$ cat src/rtl/ps2_mouse_init_seq_if.sv
// Handshake bundle between the PS/2 mouse init sequencer and its transmitter/receiver/board logic.
// master = sequencer side, slave = environment side.
interface ps2_mouse_init_seq_if;
  logic        start;
  logic [10:0] tx_frame;
  logic        tx_send;
  logic        tx_ok;
  logic        tx_err;
  logic [7:0]  rx_byte;
  logic        rx_valid;
  logic        rx_err;
  logic        busy;
  logic        done;
  logic        fail;
  logic [3:0]  status;
  logic [1:0]  retry_cnt;

  modport master (
    input  start, tx_ok, tx_err, rx_byte, rx_valid, rx_err,
    output tx_frame, tx_send, busy, done, fail, status, retry_cnt
  );

  modport slave (
    output start, tx_ok, tx_err, rx_byte, rx_valid, rx_err,
    input  tx_frame, tx_send, busy, done, fail, status, retry_cnt
  );
endinterface

$ cat src/rtl/ps2_mouse_init_seq.sv
// PS/2 mouse bring-up sequencer: Reset (FF) -> FA, AA, 00 -> Enable Reporting (F4) -> FA,
// with per-wait timeouts, Resend handling and bounded full-sequence retries.
module ps2_mouse_init_seq #(
  parameter int unsigned TIMEOUT_CYC = 25_000_000,
  parameter int unsigned BAT_TO_CYC  = 50_000_000,
  parameter int unsigned MAX_RETRY   = 3
) (
  input logic                  qzt_clk,
  input logic                  reset_n,
  ps2_mouse_init_seq_if.master bus
);

  localparam int unsigned MAX_TO = (BAT_TO_CYC > TIMEOUT_CYC) ? BAT_TO_CYC : TIMEOUT_CYC;
  localparam int unsigned CNT_W  = (MAX_TO > 2) ? $clog2(MAX_TO) : 1;
  localparam logic [CNT_W-1:0] TMO_LAST = CNT_W'(TIMEOUT_CYC - 1);
  localparam logic [CNT_W-1:0] BAT_LAST = CNT_W'(BAT_TO_CYC - 1);
  localparam logic [1:0]       RETRY_MAX = 2'(MAX_RETRY);

  localparam logic [7:0] CMD_RESET  = 8'hFF;
  localparam logic [7:0] CMD_ENABLE = 8'hF4;
  localparam logic [7:0] RSP_ACK    = 8'hFA;
  localparam logic [7:0] RSP_BAT_OK = 8'hAA;
  localparam logic [7:0] RSP_ID     = 8'h00;
  localparam logic [7:0] RSP_RESEND = 8'hFE;

  typedef enum logic [3:0] {
    IDLE     = 4'd0,
    SEND_RST = 4'd1,
    TX_RST   = 4'd2,
    ACK_RST  = 4'd3,
    BAT      = 4'd4,
    ID       = 4'd5,
    SEND_EN  = 4'd6,
    TX_EN    = 4'd7,
    ACK_EN   = 4'd8,
    DONE     = 4'd9,
    FAIL     = 4'd10
  } state_t;

  state_t           state, state_nxt;
  logic [1:0]       retry_q, retry_nxt;
  logic [CNT_W-1:0] tmo_cnt, tmo_last;
  logic             tmo_hit, wait_st, do_retry, do_resend;
  logic [10:0]      tx_frame_q;
  logic             tx_send_q, busy_q, done_q, fail_q;

  function automatic logic [10:0] frame(input logic [7:0] cmd);
    return {1'b1, ~^cmd, cmd, 1'b0};
  endfunction

  always_comb begin
    state_nxt = state;
    retry_nxt = retry_q;
    do_retry  = 1'b0;
    do_resend = 1'b0;
    wait_st   = state inside {TX_RST, TX_EN, ACK_RST, BAT, ID, ACK_EN};
    tmo_last  = (state == BAT) ? BAT_LAST : TMO_LAST;
    tmo_hit   = (tmo_cnt == tmo_last);
    unique case (state)
      IDLE, DONE, FAIL: begin
        if (bus.start) begin
          state_nxt = SEND_RST;
          retry_nxt = '0;
        end
      end
      SEND_RST: state_nxt = TX_RST;
      SEND_EN:  state_nxt = TX_EN;
      TX_RST, TX_EN: begin
        // tx_err beats tx_ok; a completed transmission beats a coincident timeout
        if (bus.tx_err)     do_retry  = 1'b1;
        else if (bus.tx_ok) state_nxt = (state == TX_RST) ? ACK_RST : ACK_EN;
        else if (tmo_hit)   do_retry  = 1'b1;
      end
      ACK_RST, BAT, ID, ACK_EN: begin
        if (bus.rx_valid) begin
          if (bus.rx_byte == RSP_RESEND)                       do_resend = 1'b1;
          else if (state == ACK_RST && bus.rx_byte == RSP_ACK)    state_nxt = BAT;
          else if (state == BAT     && bus.rx_byte == RSP_BAT_OK) state_nxt = ID;
          else if (state == ID      && bus.rx_byte == RSP_ID)     state_nxt = SEND_EN;
          else if (state == ACK_EN  && bus.rx_byte == RSP_ACK)    state_nxt = DONE;
          else                                                    do_retry  = 1'b1;
        end else if (bus.rx_err || tmo_hit) begin
          do_retry = 1'b1;
        end
      end
      default: state_nxt = IDLE;
    endcase

    // Resend replays the current command, a retry restarts from Reset; both consume a retry
    if (do_retry || do_resend) begin
      if (retry_q == RETRY_MAX) begin
        state_nxt = FAIL;
      end else begin
        retry_nxt = retry_q + 2'd1;
        state_nxt = (do_resend && state == ACK_EN) ? SEND_EN : SEND_RST;
      end
    end
  end

  always_ff @(posedge qzt_clk or negedge reset_n) begin
    if (!reset_n) begin
      state      <= IDLE;
      retry_q    <= '0;
      tmo_cnt    <= '0;
      tx_frame_q <= 11'h7FF;
      tx_send_q  <= 1'b0;
      busy_q     <= 1'b0;
      done_q     <= 1'b0;
      fail_q     <= 1'b0;
    end else begin
      state     <= state_nxt;
      retry_q   <= retry_nxt;
      tx_send_q <= 1'b0;
      if (state_nxt != state || !wait_st) tmo_cnt <= '0;
      else                                tmo_cnt <= tmo_cnt + 1'b1;
      if (state == SEND_RST) begin
        tx_frame_q <= frame(CMD_RESET);
        tx_send_q  <= 1'b1;
      end else if (state == SEND_EN) begin
        tx_frame_q <= frame(CMD_ENABLE);
        tx_send_q  <= 1'b1;
      end
      busy_q <= !(state_nxt inside {IDLE, DONE, FAIL});
      done_q <= (state_nxt == DONE);
      fail_q <= (state_nxt == FAIL);
    end
  end

  assign bus.tx_frame  = tx_frame_q;
  assign bus.tx_send   = tx_send_q;
  assign bus.busy      = busy_q;
  assign bus.done      = done_q;
  assign bus.fail      = fail_q;
  assign bus.status    = state;
  assign bus.retry_cnt = retry_q;

endmodule
$ cat src/flat_wrapper.sv
// flat-port wrapper written by rule: the top's interface ports become plain ports
module ps2_mouse_init_seq_flat 
#(
  parameter int unsigned TIMEOUT_CYC = 25_000_000,
  parameter int unsigned BAT_TO_CYC  = 50_000_000,
  parameter int unsigned MAX_RETRY   = 3
)
  (qzt_clk, reset_n, bus_start, bus_tx_ok, bus_tx_err, bus_rx_byte, bus_rx_valid, bus_rx_err, bus_tx_frame, bus_tx_send, bus_busy, bus_done, bus_fail, bus_status, bus_retry_cnt);
  ps2_mouse_init_seq_if bus_i ();
  input logic qzt_clk;
  input logic reset_n;
  input wire logic [$bits(bus_i.start)-1:0] bus_start;
  input wire logic [$bits(bus_i.tx_ok)-1:0] bus_tx_ok;
  input wire logic [$bits(bus_i.tx_err)-1:0] bus_tx_err;
  input wire logic [$bits(bus_i.rx_byte)-1:0] bus_rx_byte;
  input wire logic [$bits(bus_i.rx_valid)-1:0] bus_rx_valid;
  input wire logic [$bits(bus_i.rx_err)-1:0] bus_rx_err;
  output wire logic [$bits(bus_i.tx_frame)-1:0] bus_tx_frame;
  output wire logic [$bits(bus_i.tx_send)-1:0] bus_tx_send;
  output wire logic [$bits(bus_i.busy)-1:0] bus_busy;
  output wire logic [$bits(bus_i.done)-1:0] bus_done;
  output wire logic [$bits(bus_i.fail)-1:0] bus_fail;
  output wire logic [$bits(bus_i.status)-1:0] bus_status;
  output wire logic [$bits(bus_i.retry_cnt)-1:0] bus_retry_cnt;
  assign bus_i.start = bus_start;
  assign bus_i.tx_ok = bus_tx_ok;
  assign bus_i.tx_err = bus_tx_err;
  assign bus_i.rx_byte = bus_rx_byte;
  assign bus_i.rx_valid = bus_rx_valid;
  assign bus_i.rx_err = bus_rx_err;
  assign bus_tx_frame = bus_i.tx_frame;
  assign bus_tx_send = bus_i.tx_send;
  assign bus_busy = bus_i.busy;
  assign bus_done = bus_i.done;
  assign bus_fail = bus_i.fail;
  assign bus_status = bus_i.status;
  assign bus_retry_cnt = bus_i.retry_cnt;
  ps2_mouse_init_seq #(.TIMEOUT_CYC(TIMEOUT_CYC), .BAT_TO_CYC(BAT_TO_CYC), .MAX_RETRY(MAX_RETRY)) u_core (.qzt_clk(qzt_clk), .reset_n(reset_n), .bus(bus_i));
endmodule
$ cat config.mk
export PLATFORM = sky130hd
export DESIGN_NAME = ps2_mouse_init_seq_flat
export DESIGN_NICKNAME = d
export VERILOG_FILES = /design/src/rtl/ps2_mouse_init_seq_if.sv /design/src/rtl/ps2_mouse_init_seq.sv /design/src/flat_wrapper.sv
export SDC_FILE = /design/constraint.sdc
export NUM_CORES = 1
export LEC_CHECK = 0
export ABC_AREA = 0
export BUFFER_PORTS_ARGS = -buffer_cell sky130_fd_sc_hd__buf_2
export CAP_MARGIN = 20
export CORE_AREA = 2 2 74 76
export CTS_CLUSTER_DIAMETER = 40
export CTS_CLUSTER_SIZE = 24
export DETAILED_ROUTE_END_ITERATION = 10
export DIE_AREA = 0 0 76 78
export PLACE_DENSITY = 0.78
export SLEW_MARGIN = 20
export SYNTH_ARGS = -nofsm -noshare
export SYNTH_HDL_FRONTEND = slang
export SYNTH_SLANG_ARGS = --single-unit
$ cat constraint.sdc
create_clock -name qzt_clk -period 3.1 [get_ports qzt_clk]
set_input_delay 0.62 -clock qzt_clk [delete_from_list [all_inputs] [get_ports qzt_clk]]
set_output_delay 0.62 -clock qzt_clk [all_outputs]
set_load 0.02 [all_outputs]
==> impl_metrics.yaml <==
run_status:
  status: "finished clean"
cts:
  clk_pin_slew_ps: 80
  holdBufCountCts: 0
  cts_buffers: 5
  worstSkewPairLatency_ps: 290
  h-tree-depth: 2
  clock_path_buffers: 2
  clk_root_buffer_cell: "clkbuf_8"
  clock_sinks: 38
  cts_tree: "yes"
placement:
  dp.cells: 380
  dpl_cell_area_um2: 3000
  gp_congestion: 0.881
  portBuffers: 29
  place_hpwl_mm: 4.32
power_and_ir_drop:
  pwr-share-comb_pct: 60.2
  p_int_w: 0.00121
  ir_worst_vdd_v: 0.00130
  clkPwrFrac_pct: 15.2
  power_density_nw_per_um2: 737
  p_leak_nw: 1.28
  pwr-share-seq_pct: 24.6
  p_sw_share_pct: 49.2
  p_switching_w: 0.00117
finish:
  multi_input_area_um2: 1740
  drive_gt1_share_pct: 34.4
  finalNetCount: 336
  area_growth_pct: 17.3
  final_area_um2: 3230
  n_fill_cell: 404
  fin_cells: 390
  register_area_um2: 956
  antenna_cells: 0
route:
  vias: 2333
  vias_per_cell: 5.98
  drc: 0
  drt_iter0_drc: 224
  post_drt_wl_per_cell_um: 16.3
  wl_mm: 6.37
  dr.pass1.iters: 4
  detail-route-antenna-nets: 0
global_route:
  first_global_vias: 2262
  gr-total-overflow: 0
  grt_pass1_wl_mm: 10.7
  groute.usage.overall_pct: 22.2
  antenna_found_initial: 0
  grt_max_degree: 39
floorplanning:
  initial_core_util_pct: 54.6
  die_y_um: 78
  coreArea_um2: 5040
  ioPinCount: 36
  rows: 26
  die_area_um2: 5930
  die_w_um: 76
worst_setup_path:
  startpoint: "u_core.bus.status[3]$_DFF_PN0_"
  critPathCapture: "u_core.tmo_cnt[10]$_DFF_PN0_"
  arrival_ps: 3170
  r2r_cells: 13
  cp_max_fo: 26
  crit_type: "reg -> reg"
  critPathRequiredTime_ps: 3300
  r2r_slack_ps: 130
  worstSetupStartpointType: "flop"
  r2r-start: "u_core.bus.status[3]$_DFF_PN0_"
  rr_endpoint: "u_core.tmo_cnt[10]$_DFF_PN0_"
  cp-end-kind: "flop"
yosys:
  ys_ff_latch: 38
  ys_async_sr_fraction_pct: 100
  synth_edf_count: 0
  seq_area_frac_synth_pct: 34.6
  synth-warning-count: 0
  syn_inst: 286
  ys.flop_type: "dfrtp_1"
  syn_area_um2: 2760
  avgSynthCellArea_um2: 9.63
  netlist-cell-type-count: 64
timing:
  fmax_mhz: 337
  period_needed_ps: 2970
  drv_slew: 0
  finalSetupViolations: 0
  hold_violations: 0
  slew_headroom_pct: 43.8
  worst_pin_slew_ps: 843
  final.setup_skew_ps: 11.5
  post-route-period-util_pct: 95.7
worst_hold_path:
  hold_class: "in -> async"
run:
  cap_viol_max_count: 0
## worst min-delay path by stage
stage / startpoint / end / slack (ps) / cells past startpoint
after floorplan: reset_n / u_core.bus.busy$_DFF_PN0_ / 320 / 0
after global placement: u_core.bus.tx_frame[0]$_DFFE_PN1P_ / u_core.bus.tx_frame[0]$_DFFE_PN1P_ / 470 / 1
after detailed placement: u_core.bus.tx_frame[0]$_DFFE_PN1P_ / u_core.bus.tx_frame[0]$_DFFE_PN1P_ / 480 / 1
after CTS: reset_n / u_core.tmo_cnt[17]$_DFF_PN0_ / 460 / 1
after global routing: reset_n / u_core.tmo_cnt[16]$_DFF_PN0_ / 500 / 1
final: reset_n / u_core.tmo_cnt[16]$_DFF_PN0_ / 430 / 1
## routing by layer
layer | up-vias | GRT usage [%] | share of wire (%)
met3 | 10 | 4.30 | 4.3
met1 | 1159 | 30.9 | 45
met4 | 0 | 6.55 | 1.4
met2 | 63 | 35.3 | 49
met5 | - | 0 | 0
li1 | 1101 | - | -
## cells by family (layout without fill, tap and decap cells)
group           after synthesis  after routing  synth area share (%)
mux                           3              3                  1.27
xor+xnor                     25             25                  7.95
fa+ha+maj                     2              2                 0.908
buf+inv                      34             63                  7.36
simple gates                141            141                  35.2
flops                        38             38                  34.6
other cells                   1              6                 0.136
compound gates               42             42                  12.6
## final cells by class
class	count	share of cell area (%)
Multi-Input combinational cell	219	53.8
Sequential cell	38	29.6
Timing Repair Buffer	49	10.3
Tap cell	70	2.71
Clock buffer	6	2.56
Inverter	6	0.697
Clock inverter	2	0.387
## flip-flops by register name (all words and copies together), names as in the netlist
name / flops
u_core.bus.fail: 1
u_core.bus.status: 4
u_core.bus.retry_cnt: 2
u_core.bus.tx_frame: 2
u_core.bus.done: 1
u_core.bus.tx_send: 1
u_core.tmo_cnt: 26
u_core.bus.busy: 1
## synthesized netlist by cell type, types with 3 or more instances
cell type,instances,area (um2)
inv_1,5,18.8
o21ai_0,7,35.0
buf_6,4,45.0
xnor2_1,12,105
clkbuf_1,9,33.8
nand3_1,14,70.1
a21oi_1,8,40.0
buf_4,11,82.6
nor2_1,22,82.6
nor2b_1,7,43.8
nand4_1,11,68.8
or2_2,4,25.0
nand2_1,21,78.8
o211ai_1,4,30.0
xor2_1,13,114
nor4b_1,6,52.6
dfrtp_1,36,901
buf_2,3,15.0
nor4_1,4,25.0
and3b_1,3,26.3
and3_1,6,37.5
nor4_2,20,250
nand2b_1,4,25.0
## worst max-delay path: stages, from the launching register on
cell,delay (ps)
dfrtp_2,440
buf_4,150
nor4b_2,260
buf_4,150
o211ai_1,90
a21boi_0,280
buf_4,190
o22ai_4,90
a211oi_2,260
or2_4,180
inv_2,40
o211a_1,250
buf_12,190
nor4_4,300
## power by group through the flow
stage	sequential (W)	combinational [W]	clock, W
3_3_place_gp	0.000593	0.00125	0
5_1_grt	0.000592	0.00156	0.000392
4_1_cts	0.000586	0.00128	0.000369
3_5_place_dp	0.000594	0.00127	0
6_report	0.000587	0.00143	0.000361
2_1_floorplan	0.000639	0.000953	0
## stage by stage
step	hold slack, ps	total power (W)	util [%]	setup TNS (ps)	setup slack, ps
3_3_place_gp	471	0.00185	59.5	0	84.9
3_5_place_dp	478	0.00187	59.5	0	2.25
4_1_cts	464	0.00224	61.4	0	73.4
6_report	427	0.00238	64.1	0	134
2_1_floorplan	324	0.00159	-	0	169
5_1_grt	501	0.00254	64.1	-1840	-106
## layout by cell type (no fill, tap or decap), types with 6 or more instances in the layout
cell / synthesis / routed
nor4_4: 1 / 8
a21oi_1: 8 / 8
dfrtp_1: 36 / 34
and3_1: 6 / 6
buf_2: 3 / 29
nor4_2: 20 / 14
xor2_1: 13 / 13
nand4_1: 11 / 11
nor2b_1: 7 / 7
nand3_1: 14 / 14
buf_4: 11 / 17
clkbuf_8: 0 / 6
nand2_1: 21 / 21
o21ai_0: 7 / 7
xnor2_1: 12 / 12
conb_1: 1 / 6
nor2_1: 22 / 22
## timing repair
action | 4_1_cts | 5_1_grt
gates resized for setup | 0 | 19
hold endpoints to repair | 0 | 0
setup buffers | 0 | 2
setup endpoints to repair | 0 | 26
Note: power is estimated with default switching activity, not from simulation.
